===== config.mk =====
export PLATFORM = sky130hd
export DESIGN_NAME = mem_bus_arbiter
export DESIGN_NICKNAME = d
export VERILOG_FILES = /design/src/rtl/mem_bus_arbiter_pkg.sv /design/src/rtl/mem_byte_sequencer.sv /design/src/rtl/mem_bus_arbiter.sv
export SDC_FILE = /design/constraint.sdc
export NUM_CORES = 1
export LEC_CHECK = 0
export ABC_CLOCK_PERIOD_IN_PS = 10490
export BUFFER_PORTS_ARGS = -buffer_cell sky130_fd_sc_hd__buf_4
export CAP_MARGIN = 40
export CORE_MARGIN = 2
export CORE_UTILIZATION = 50
export CTS_BUF_LIST = sky130_fd_sc_hd__clkbuf_4
export CTS_CLUSTER_DIAMETER = 40
export DETAILED_ROUTE_END_ITERATION = 8
export GPL_ROUTABILITY_DRIVEN = 0
export PLACE_DENSITY = 0.86
export SYNTH_ARGS = -nofsm -noshare
export SYNTH_HDL_FRONTEND = slang
export SYNTH_SLANG_ARGS = --single-unit

===== constraint.sdc =====
create_clock -name clk -period 10.49 [get_ports clk]
set_input_delay 0.5245 -clock clk [delete_from_list [all_inputs] [get_ports clk]]
set_output_delay 0.5245 -clock clk [all_outputs]
set_load 0.01 [all_outputs]

===== src/rtl/mem_bus_arbiter_pkg.sv =====
// mem_bus_arbiter_pkg
//   Shared constants for the memory bus arbiter and its byte sequencer:
//   FSM state encodings, data-memory width codes, boolean and zero-word
//   constants, and a helper that maps a width code to a byte count.
//   No ports (package).
package mem_bus_arbiter_pkg;

    localparam logic [1:0] ST_IDLE = 2'd0;
    localparam logic [1:0] ST_RD   = 2'd1;
    localparam logic [1:0] ST_WR   = 2'd2;
    localparam logic [1:0] ST_DONE = 2'd3;

    localparam logic [1:0] W_BYTE = 2'b00;
    localparam logic [1:0] W_HALF = 2'b01;
    localparam logic [1:0] W_WORD = 2'b10;

    localparam logic True_v  = 1'b1;
    localparam logic False_v = 1'b0;

    localparam logic [31:0] ZeroWord = 32'h0000_0000;

    // Code 2'b11 is treated as a full word.
    function automatic logic [2:0] width_to_bytes(input logic [1:0] width);
        case (width)
            W_BYTE:  return 3'd1;
            W_HALF:  return 3'd2;
            default: return 3'd4;
        endcase
    endfunction

endpackage


===== src/rtl/mem_byte_sequencer.sv =====
// mem_byte_sequencer
//   Drives the byte-wide RAM port for one transaction at a time. A start
//   pulse in IDLE latches base address, byte count, write data and
//   direction; the FSM then walks RD (N+1 steps, RAM latency of one cycle)
//   or WR (N steps) and spends one cycle in DONE.
// Ports:
//   clk, rst        clock, asynchronous active-high reset
//   rdy             global ready; low freezes all state and gates mem_wr
//   start, start_*  transaction request and its latched fields
//   abort           leave RD for IDLE at the next edge (read only)
//   idle, done      FSM is in IDLE / DONE
//   rd_last         this edge captures the final byte of a read
//   rd_word         assembled read word including the byte being captured
//   mem_din/mem_dout/mem_a/mem_wr  RAM pins
module mem_byte_sequencer
    import mem_bus_arbiter_pkg::*;
#(
    parameter int ADDR_W = 32
) (
    input  logic              clk,
    input  logic              rst,
    input  logic              rdy,
    input  logic              start,
    input  logic              start_we,
    input  logic [ADDR_W-1:0] start_addr,
    input  logic [2:0]        start_len,
    input  logic [31:0]       start_wdata,
    input  logic              abort,
    output logic              idle,
    output logic              done,
    output logic              rd_last,
    output logic [31:0]       rd_word,
    input  logic [7:0]        mem_din,
    output logic [7:0]        mem_dout,
    output logic [ADDR_W-1:0] mem_a,
    output logic              mem_wr
);

    logic [1:0]        state;
    logic [2:0]        cnt;
    logic [2:0]        len;
    logic [ADDR_W-1:0] base;
    logic [31:0]       wdata;
    logic [31:0]       acc;
    logic [1:0]        cap_idx;
    logic [31:0]       fill;

    // Byte arriving on mem_din belongs to the address presented one step
    // earlier. Bytes above N stay zero because acc is cleared at start.
    assign cap_idx = 2'(cnt - 3'd1);
    assign fill    = acc | ({24'h000000, mem_din} << {cap_idx, 3'b000});

    assign idle    = (state == ST_IDLE);
    assign done    = (state == ST_DONE);
    assign rd_word = fill;
    assign rd_last = (state == ST_RD) && (cnt == len) && rdy && !abort;

    always_comb begin
        mem_a    = '0;
        mem_dout = 8'h00;
        mem_wr   = False_v;
        case (state)
            ST_RD: begin
                // While frozen, keep the address whose data is due next so
                // mem_din is already correct on the first ready cycle.
                if (!rdy && cnt != 3'd0)
                    mem_a = base + ADDR_W'(cnt - 3'd1);
                else
                    mem_a = base + ADDR_W'(cnt);
            end
            ST_WR: begin
                mem_a    = base + ADDR_W'(cnt);
                mem_dout = wdata[{cnt[1:0], 3'b000} +: 8];
                mem_wr   = rdy;
            end
            default: ;
        endcase
    end

    always_ff @(posedge clk or posedge rst) begin
        if (rst) begin
            state <= ST_IDLE;
            cnt   <= 3'd0;
            len   <= 3'd0;
            base  <= '0;
            wdata <= ZeroWord;
            acc   <= ZeroWord;
        end else if (rdy) begin
            case (state)
                ST_IDLE: begin
                    if (start) begin
                        base  <= start_addr;
                        len   <= start_len;
                        wdata <= start_wdata;
                        acc   <= ZeroWord;
                        cnt   <= 3'd0;
                        state <= start_we ? ST_WR : ST_RD;
                    end
                end
                ST_RD: begin
                    if (abort) begin
                        state <= ST_IDLE;
                        cnt   <= 3'd0;
                    end else begin
                        if (cnt != 3'd0)
                            acc <= fill;
                        if (cnt == len)
                            state <= ST_DONE;
                        else
                            cnt <= cnt + 3'd1;
                    end
                end
                ST_WR: begin
                    if (cnt == len - 3'd1)
                        state <= ST_DONE;
                    else
                        cnt <= cnt + 3'd1;
                end
                default: begin
                    state <= ST_IDLE;
                    cnt   <= 3'd0;
                end
            endcase
        end
    end

endmodule


===== src/rtl/mem_bus_arbiter.sv =====
// mem_bus_arbiter
//   Shares the single byte-wide RAM port between instruction fetch (IF)
//   and data memory (DM). Arbitrates in IDLE, hands the winner's request
//   to mem_byte_sequencer, and routes the completed word and a one-cycle
//   ack back to the owner.
//   Build option: define MEM_ARB_RR_EN for round-robin tie breaking
//   (the port not granted last wins a tie); otherwise DM has fixed priority.
// Ports:
//   clk, rst, rdy                       clock, async active-high reset, ready
//   if_req/if_addr/if_clr               IF word read request and flush
//   if_rdata/if_ack                     IF result and completion pulse
//   dm_req/dm_we/dm_width/dm_addr/dm_wdata   DM request fields
//   dm_rdata/dm_ack                     DM result and completion pulse
//   mem_din/mem_dout/mem_a/mem_wr       RAM pins
module mem_bus_arbiter
    import mem_bus_arbiter_pkg::*;
#(
    parameter int ADDR_W = 32,
    parameter int RD_LAT = 1
) (
    input  logic              clk,
    input  logic              rst,
    input  logic              rdy,
    input  logic              if_req,
    input  logic [ADDR_W-1:0] if_addr,
    input  logic              if_clr,
    output logic [31:0]       if_rdata,
    output logic              if_ack,
    input  logic              dm_req,
    input  logic              dm_we,
    input  logic [1:0]        dm_width,
    input  logic [ADDR_W-1:0] dm_addr,
    input  logic [31:0]       dm_wdata,
    output logic [31:0]       dm_rdata,
    output logic              dm_ack,
    input  logic [7:0]        mem_din,
    output logic [7:0]        mem_dout,
    output logic [ADDR_W-1:0] mem_a,
    output logic              mem_wr
);

    if (RD_LAT != 1) begin : g_rd_lat_check
        $error("mem_bus_arbiter: only RD_LAT = 1 is supported");
    end

    logic        owner_dm;
    logic        grant_dm;
    logic        grant_if;
    logic        start;
    logic        seq_idle;
    logic        seq_done;
    logic        rd_last;
    logic [31:0] rd_word;

`ifdef MEM_ARB_RR_EN
    // Resets to DM so the first tie goes to IF.
    logic last_dm;

    assign grant_dm = dm_req && !(if_req && last_dm);

    always_ff @(posedge clk or posedge rst) begin
        if (rst)
            last_dm <= True_v;
        else if (rdy && start)
            last_dm <= grant_dm;
    end
`else
    assign grant_dm = dm_req;
`endif

    assign grant_if = if_req && !grant_dm;
    assign start    = seq_idle && (grant_dm || grant_if);

    always_ff @(posedge clk or posedge rst) begin
        if (rst)
            owner_dm <= False_v;
        else if (rdy && start)
            owner_dm <= grant_dm;
    end

    mem_byte_sequencer #(
        .ADDR_W (ADDR_W)
    ) u_seq (
        .clk         (clk),
        .rst         (rst),
        .rdy         (rdy),
        .start       (start),
        .start_we    (grant_dm && dm_we),
        .start_addr  (grant_dm ? dm_addr : if_addr),
        .start_len   (grant_dm ? width_to_bytes(dm_width) : 3'd4),
        .start_wdata (dm_wdata),
        .abort       (if_clr && !owner_dm),
        .idle        (seq_idle),
        .done        (seq_done),
        .rd_last     (rd_last),
        .rd_word     (rd_word),
        .mem_din     (mem_din),
        .mem_dout    (mem_dout),
        .mem_a       (mem_a),
        .mem_wr      (mem_wr)
    );

    // A flush arriving while IF sits in DONE swallows its ack.
    assign if_ack = seq_done && !owner_dm && !if_clr;
    assign dm_ack = seq_done && owner_dm;

    // Result registers change only when a read completes for that port;
    // writes and aborted fetches leave them untouched.
    always_ff @(posedge clk or posedge rst) begin
        if (rst) begin
            if_rdata <= ZeroWord;
            dm_rdata <= ZeroWord;
        end else if (rd_last) begin
            if (owner_dm)
                dm_rdata <= rd_word;
            else
                if_rdata <= rd_word;
        end
    end

endmodule


# After elaboration in Yosys (flattened, before gate mapping)

Cells that the tools add are included.

Bits in registers: 169
Latch bits: 0
Bits in writable memories: 0
Memory bits (read-only): 0
Input bits: 113
Logic and storage cells: 82
Memories: 0

Add/subtract/negate cells: 6
$mul: 0
Divide/modulo/power cells: 0
Order comparisons: 0
Eq/ne operators: 13
Shift operators: 2
Mux-type cells: 22
Bitwise gates (word level): 2
Reduce and logical (&&, ||, !) cells: 28

Operators with widths:

| operator             | number |
|---|---|
| $mux W32             | 5 |
| $pmux W32 S2         | 2 |
| $add A32 B3 Y32      | 1 |
| $add A32 B32 Y32     | 1 |
| $or A32 B32 Y32      | 1 |
| $shiftx A32 B6 Y8    | 1 |
| $shl A8 B5 Y32       | 1 |
| $mux W3              | 5 |
| $logic_and A1 B1 Y1  | 12 |
| $mux W2              | 5 |
| $pmux W3 S3          | 1 |
| $mux W8              | 1 |
| $ne A2 B2 Y1 const B | 4 |
| $reduce_and A4 Y1    | 2 |
| $eq A3 B3 Y1         | 2 |
| $ne A3 B2 Y1 const B | 2 |
| $pmux W2 S3          | 1 |
| $pmux W3 S2          | 1 |
| $logic_not A1 Y1     | 5 |
| $reduce_and A5 Y1    | 1 |
| $eq A2 B1 Y1 const B | 2 |
| $eq A2 B2 Y1 const B | 2 |
| $logic_not A2 Y1     | 2 |
| $reduce_and A2 Y1    | 2 |
| 11 further kinds     | 11 |

# Longest topological paths before layout

Depth after elaboration: 6
Depth in mapped cells: 13
Gate-level depth less buffers: 12

# Hierarchy

From an unflattened synthesis, not the netlist that was laid out.

Cell total of the unflattened synthesis: 979
Area, all modules: 10476.3 sq um

Modules (own cells, without submodules):

| module             | times used | cells an instance | area each (sq um) | sequential area each (sq um) |
|---|---|---|---|---|
| mem_byte_sequencer | 1          | 793               | 7488.4            | 2602.5 |
| mem_bus_arbiter    | 1          | 186               | 2987.9            | 1626.6 |

# Worst setup path after synthesis

No wires, ideal clock.

Path kind: reg2out
From: reg u_seq.cnt[0]
To: out mem_a[24]
Arrival: 4.546 ns
Data required time: 9.966 ns
Setup slack: 5.420 ns
Stages on the path, launching flop included: 12
Buffers on the path: 1
Cell sequence: dfrtp_1 clkbuf_1 nor3_1 ha_1 a21o_1 a21o_1 a221oi_2 a21oi_2 a211oi_4 o311ai_1 xnor2_1 o22ai_1

Longest elaborated chain between the ends: 4
Elaborated cells on any way between the ends: 7

Ends and longest elaborated chain:

| what                                                    | line                                               | RTL |
|---|---|---|
| start, declared                                         | mem_byte_sequencer.sv:40                           | `logic [2:0] cnt;` |
| start signal, assigned                                  | mem_byte_sequencer.sv:110                          | `cnt <= cnt + 3'd1;` |
| start signal, assigned                                  | mem_byte_sequencer.sv:117                          | `cnt <= cnt + 3'd1;` |
| $sub A3 B1 Y4 or $reduce_bool A3 Y1 (tied branches)     | mem_byte_sequencer.sv:67, mem_byte_sequencer.sv:66 |  |
| $add A32 B32 Y32 or $logic_and A1 B1 Y1 (tied branches) | mem_byte_sequencer.sv:67, mem_byte_sequencer.sv:66 |  |
| $mux W32                                                | mem_byte_sequencer.sv:66                           | `if (!rdy && cnt != 3'd0)` |
| $pmux W32 S2 *                                          | mem_byte_sequencer.sv:62                           | `case (state)` |
| end, declared                                           | mem_bus_arbiter.sv:38                              | `output logic [ADDR_W-1:0] mem_a,` |

Every way passes the cells marked *; elsewhere a longest branch is shown, timed or not.

# Final worst setup path

From: reg u_seq.cnt[1]
To: out mem_a[24]

Same word-level chain as after synthesis.

==> impl_metrics.toml <==
[placement]
portBuffers = 219
place_inst = 1485
dp_slack_ns = 5.92
dp_hpwl_mm = 19.5
dpl_cell_area_um2 = 11700

[logic_synthesis]
netlist_area_um2 = 9830
yosys-top-cells-area = "dfrtp_1 43%, a21oi_1 6.6%, ha_1 5.5%"
synth_top_area_cell = "dfrtp_1"
synth_edf_count = 0
synth_ff_type = "dfrtp_1"
yosys.area.top_type_share_pct = 43.0
syn_area_per_cell_um2 = 9.37
syn_nets = 1207
ys_ff_latch = 169
seq_area_frac_synth_pct = 43.0
synth.distinct_cells = 67
async_reset_ff_share_pct = 100
syn_inst = 1049
yosysWarnings = 0

[worst_setup_path]
critPathLaunchType = "register"
crit_required_ns = 9.97
cpMostUsedCell = "inv_1"
cp-end-kind = "output pin"
arrival_ns = 4.72
path_cells = "inv_1 > ha_1 > inv_1 > fa_1 > a21oi_1 > o211ai_1 > a221oi_2 > a21oi_2 > a211oi_4 > o311ai_1 > xnor2_1 > o22ai_1 > buf_4"
path_max_fanout = 17
slowest_delay_ns = 0.89
crit_slowest_cell = "dfrtp_1"
crit_type = "register to output pin"

[sta]
whs_ns = 0.0910
hold_violations = 0
slew_violations = 0
fin_ws_ns = 5.25
rsz0062_at_grt = "no"
fin_setup_tns_ns = 0
fin_crit_ns = 5.24
max_clock_freq_ghz = 0.191
finalClockSkew_ns = 0.0422
relSlewSlack_pct = 45.0
setup_violations = 0
fin_crit_sh_pct = 50.0
tightest_slew_ns = 0.824

[floorplanning]
dieWidth_um = 144
row_count = 51
fp.dieH_um = 144
fp.dieArea_um2 = 20800
initial_core_util_pct = 50.7
io-pin-count = 220
core_area_um2 = 19400

[cts]
path_clk_slew_ns = 0.19
cts_tree = "done"
cts-buffers-inserted = 17
clk_latency_ns = 0.61
cts_max_level = 4
cts_resized = 0
clkSinkCount = 169
clockBufferDepth = 2
clockRootBuffer = "clkbuf_4"
post-cts-setup-buffers = 0

[layout]
fin_area_um2 = 12100
final_cell_mix = "225 x buf_4, 169 x dfrtp_1, 129 x a21oi_1"
drive_above_1_share_pct = 26.4
nFillCells = 1632
final_cells = 1518
area_growth_pct = 22.9
nNetsFinal = 1398
diodes = 0
mostFrequentLayoutCell = "buf_4"
utilization_pct = 62.3

[route]
drcViolationCount = 0
dr.pass1.iters = 5
viasPerCell = 5.67
wl_mm = 26.5
first_iter_violations = 523
vias = 8600
routedWlPerCell_um = 17.5
ant_nets = 0

[pwr]
p_per_area_nw_per_um2 = 305
p_sw_share_pct = 45.9
ir_drop_mv = 0.155
seqPwrFrac_pct = 29.6
p_int_mw = 1.99
p_clk_share_pct = 11.5
p_total_mw = 3.68
p_switching_mw = 1.69
p_leak_nw = 5.69
p_comb_share_pct = 58.8

[grt]
grt_max_degree = 97
grt_pass1_wl_mm = 42.2
grt_overflow = 0
track_usage_pct = 25.8
first_global_vias = 8598
antenna_found_initial = 0

[status]
outcome = "finished clean"

[job]
max-cap-violations = 0

[worst_hold_path]
hold_path_class = "primary input to register"
cell usage after synthesis (all sizes together) (2+ instances only):
| library cell | instances |
|---|---|
| and3 | 11 |
| dfrtp | 169 |
| o311ai | 2 |
| o21a | 3 |
| o22ai | 26 |
| fa | 2 |
| inv | 18 |
| a211o | 3 |
| o21bai | 4 |
| o211ai | 4 |
| and4 | 2 |
| o2bb2ai | 2 |
| xor2 | 36 |
| nor3 | 16 |
| o31ai | 5 |
| nor2 | 98 |
| mux4 | 8 |
| nand2b | 2 |
| ha | 43 |
| a211oi | 11 |
| nand4 | 11 |
| o21ai | 93 |
| clkbuf | 39 |
| and2 | 21 |
| mux2i | 33 |
| a2111oi | 3 |
| buf | 19 |
| nand2 | 107 |
| a21oi | 132 |
| nand3 | 17 |
| a21o | 18 |
| a21boi | 4 |
| nor2b | 11 |
| xnor2 | 23 |
| or3 | 3 |
| mux2 | 35 |
worst max-delay path, delay by kind of cell, from the launching register on:
kind / cells / cell delay [ns]
compound gates: 7 / 1.70
flops: 1 / 0.89
fa+ha+maj: 2 / 0.88
buf+inv: 3 / 0.50
xor+xnor: 1 / 0.16
timing repair:
action | 4_1_cts | 5_1_grt
setup endpoints to repair | 0 | 0
endpoints found under the hold margin | 18 | 0
hold buffers | 1 | 0
power by group through the flow:
| stage | clock network (mW) | registers, mW | logic, mW |
|---|---|---|---|
| 3_5_place_dp | 0 | 1.10 | 2.14 |
| 4_1_cts | 0.432 | 1.09 | 2.15 |
| 3_3_place_gp | 0 | 1.09 | 2.06 |
| 6_report | 0.423 | 1.09 | 2.17 |
| 5_1_grt | 0.462 | 1.12 | 2.39 |
| 2_1_floorplan | 0 | 1.09 | 1.49 |
layer usage:
layer  vias up  global-route usage [%]  share of wire, %
li1       4116                       -                 -
met1      4108                    32.2                40
met2       327                    43.8                50
met3        49                    6.42               7.9
met4         0                    9.10               2.3
met5         -                       0                 0
state kept, by name, summed over array words and instances, names as in the netlist:
| register | count |
|---|---|
| owner_dm | 1 |
| if_rdata | 32 |
| u_seq.wdata | 32 |
| u_seq.state | 2 |
| dm_rdata | 32 |
| u_seq.len | 3 |
| u_seq.acc | 32 |
| u_seq.cnt | 3 |
| u_seq.base | 32 |
cell families (layout without fill, tap and decap cells):
logic type                 after synthesis  count (layout)  share of synthesized area, %
DFF                                    169             169                          43.0
xor gates and xnor gates                59              59                          5.26
muxes                                   76              76                          9.24
and+or+nand+nor                        306             306                          14.4
adders and majority gates               45              45                          5.88
AOI/OAI and AO/OA                      318             318                          19.3
buffers and inverters                   76             280                          2.93
final cells by class:
class                           count  area, um^2  area share, %
Multi-Input combinational cell    804        5330           44.1
Sequential cell                   169        4230           35.0
Timing Repair Buffer              230        1790           14.9
Clock buffer                       17         128           1.06
Tap cell                          265         332           2.74
Inverter                           18        72.6          0.601
Clock inverter                     15         199           1.65
final timing paths:
kind,start,to,cells after the start,slack [ns]
setup / recovery,u_seq.cnt[1],mem_a[24],13,5.25
hold / removal,dm_width[0],u_seq.len[0],2,0.09
setup reg to reg,u_seq.cnt[1],if_rdata[0],6,7.79
hold reg to reg,dm_rdata[22],dm_rdata[22],2,0.51
max in group asynchronous,rst,u_seq.base[2],4,9.11
min in group asynchronous,rst,if_rdata[7],3,0.39
Power figures use the tool's default switching activity.
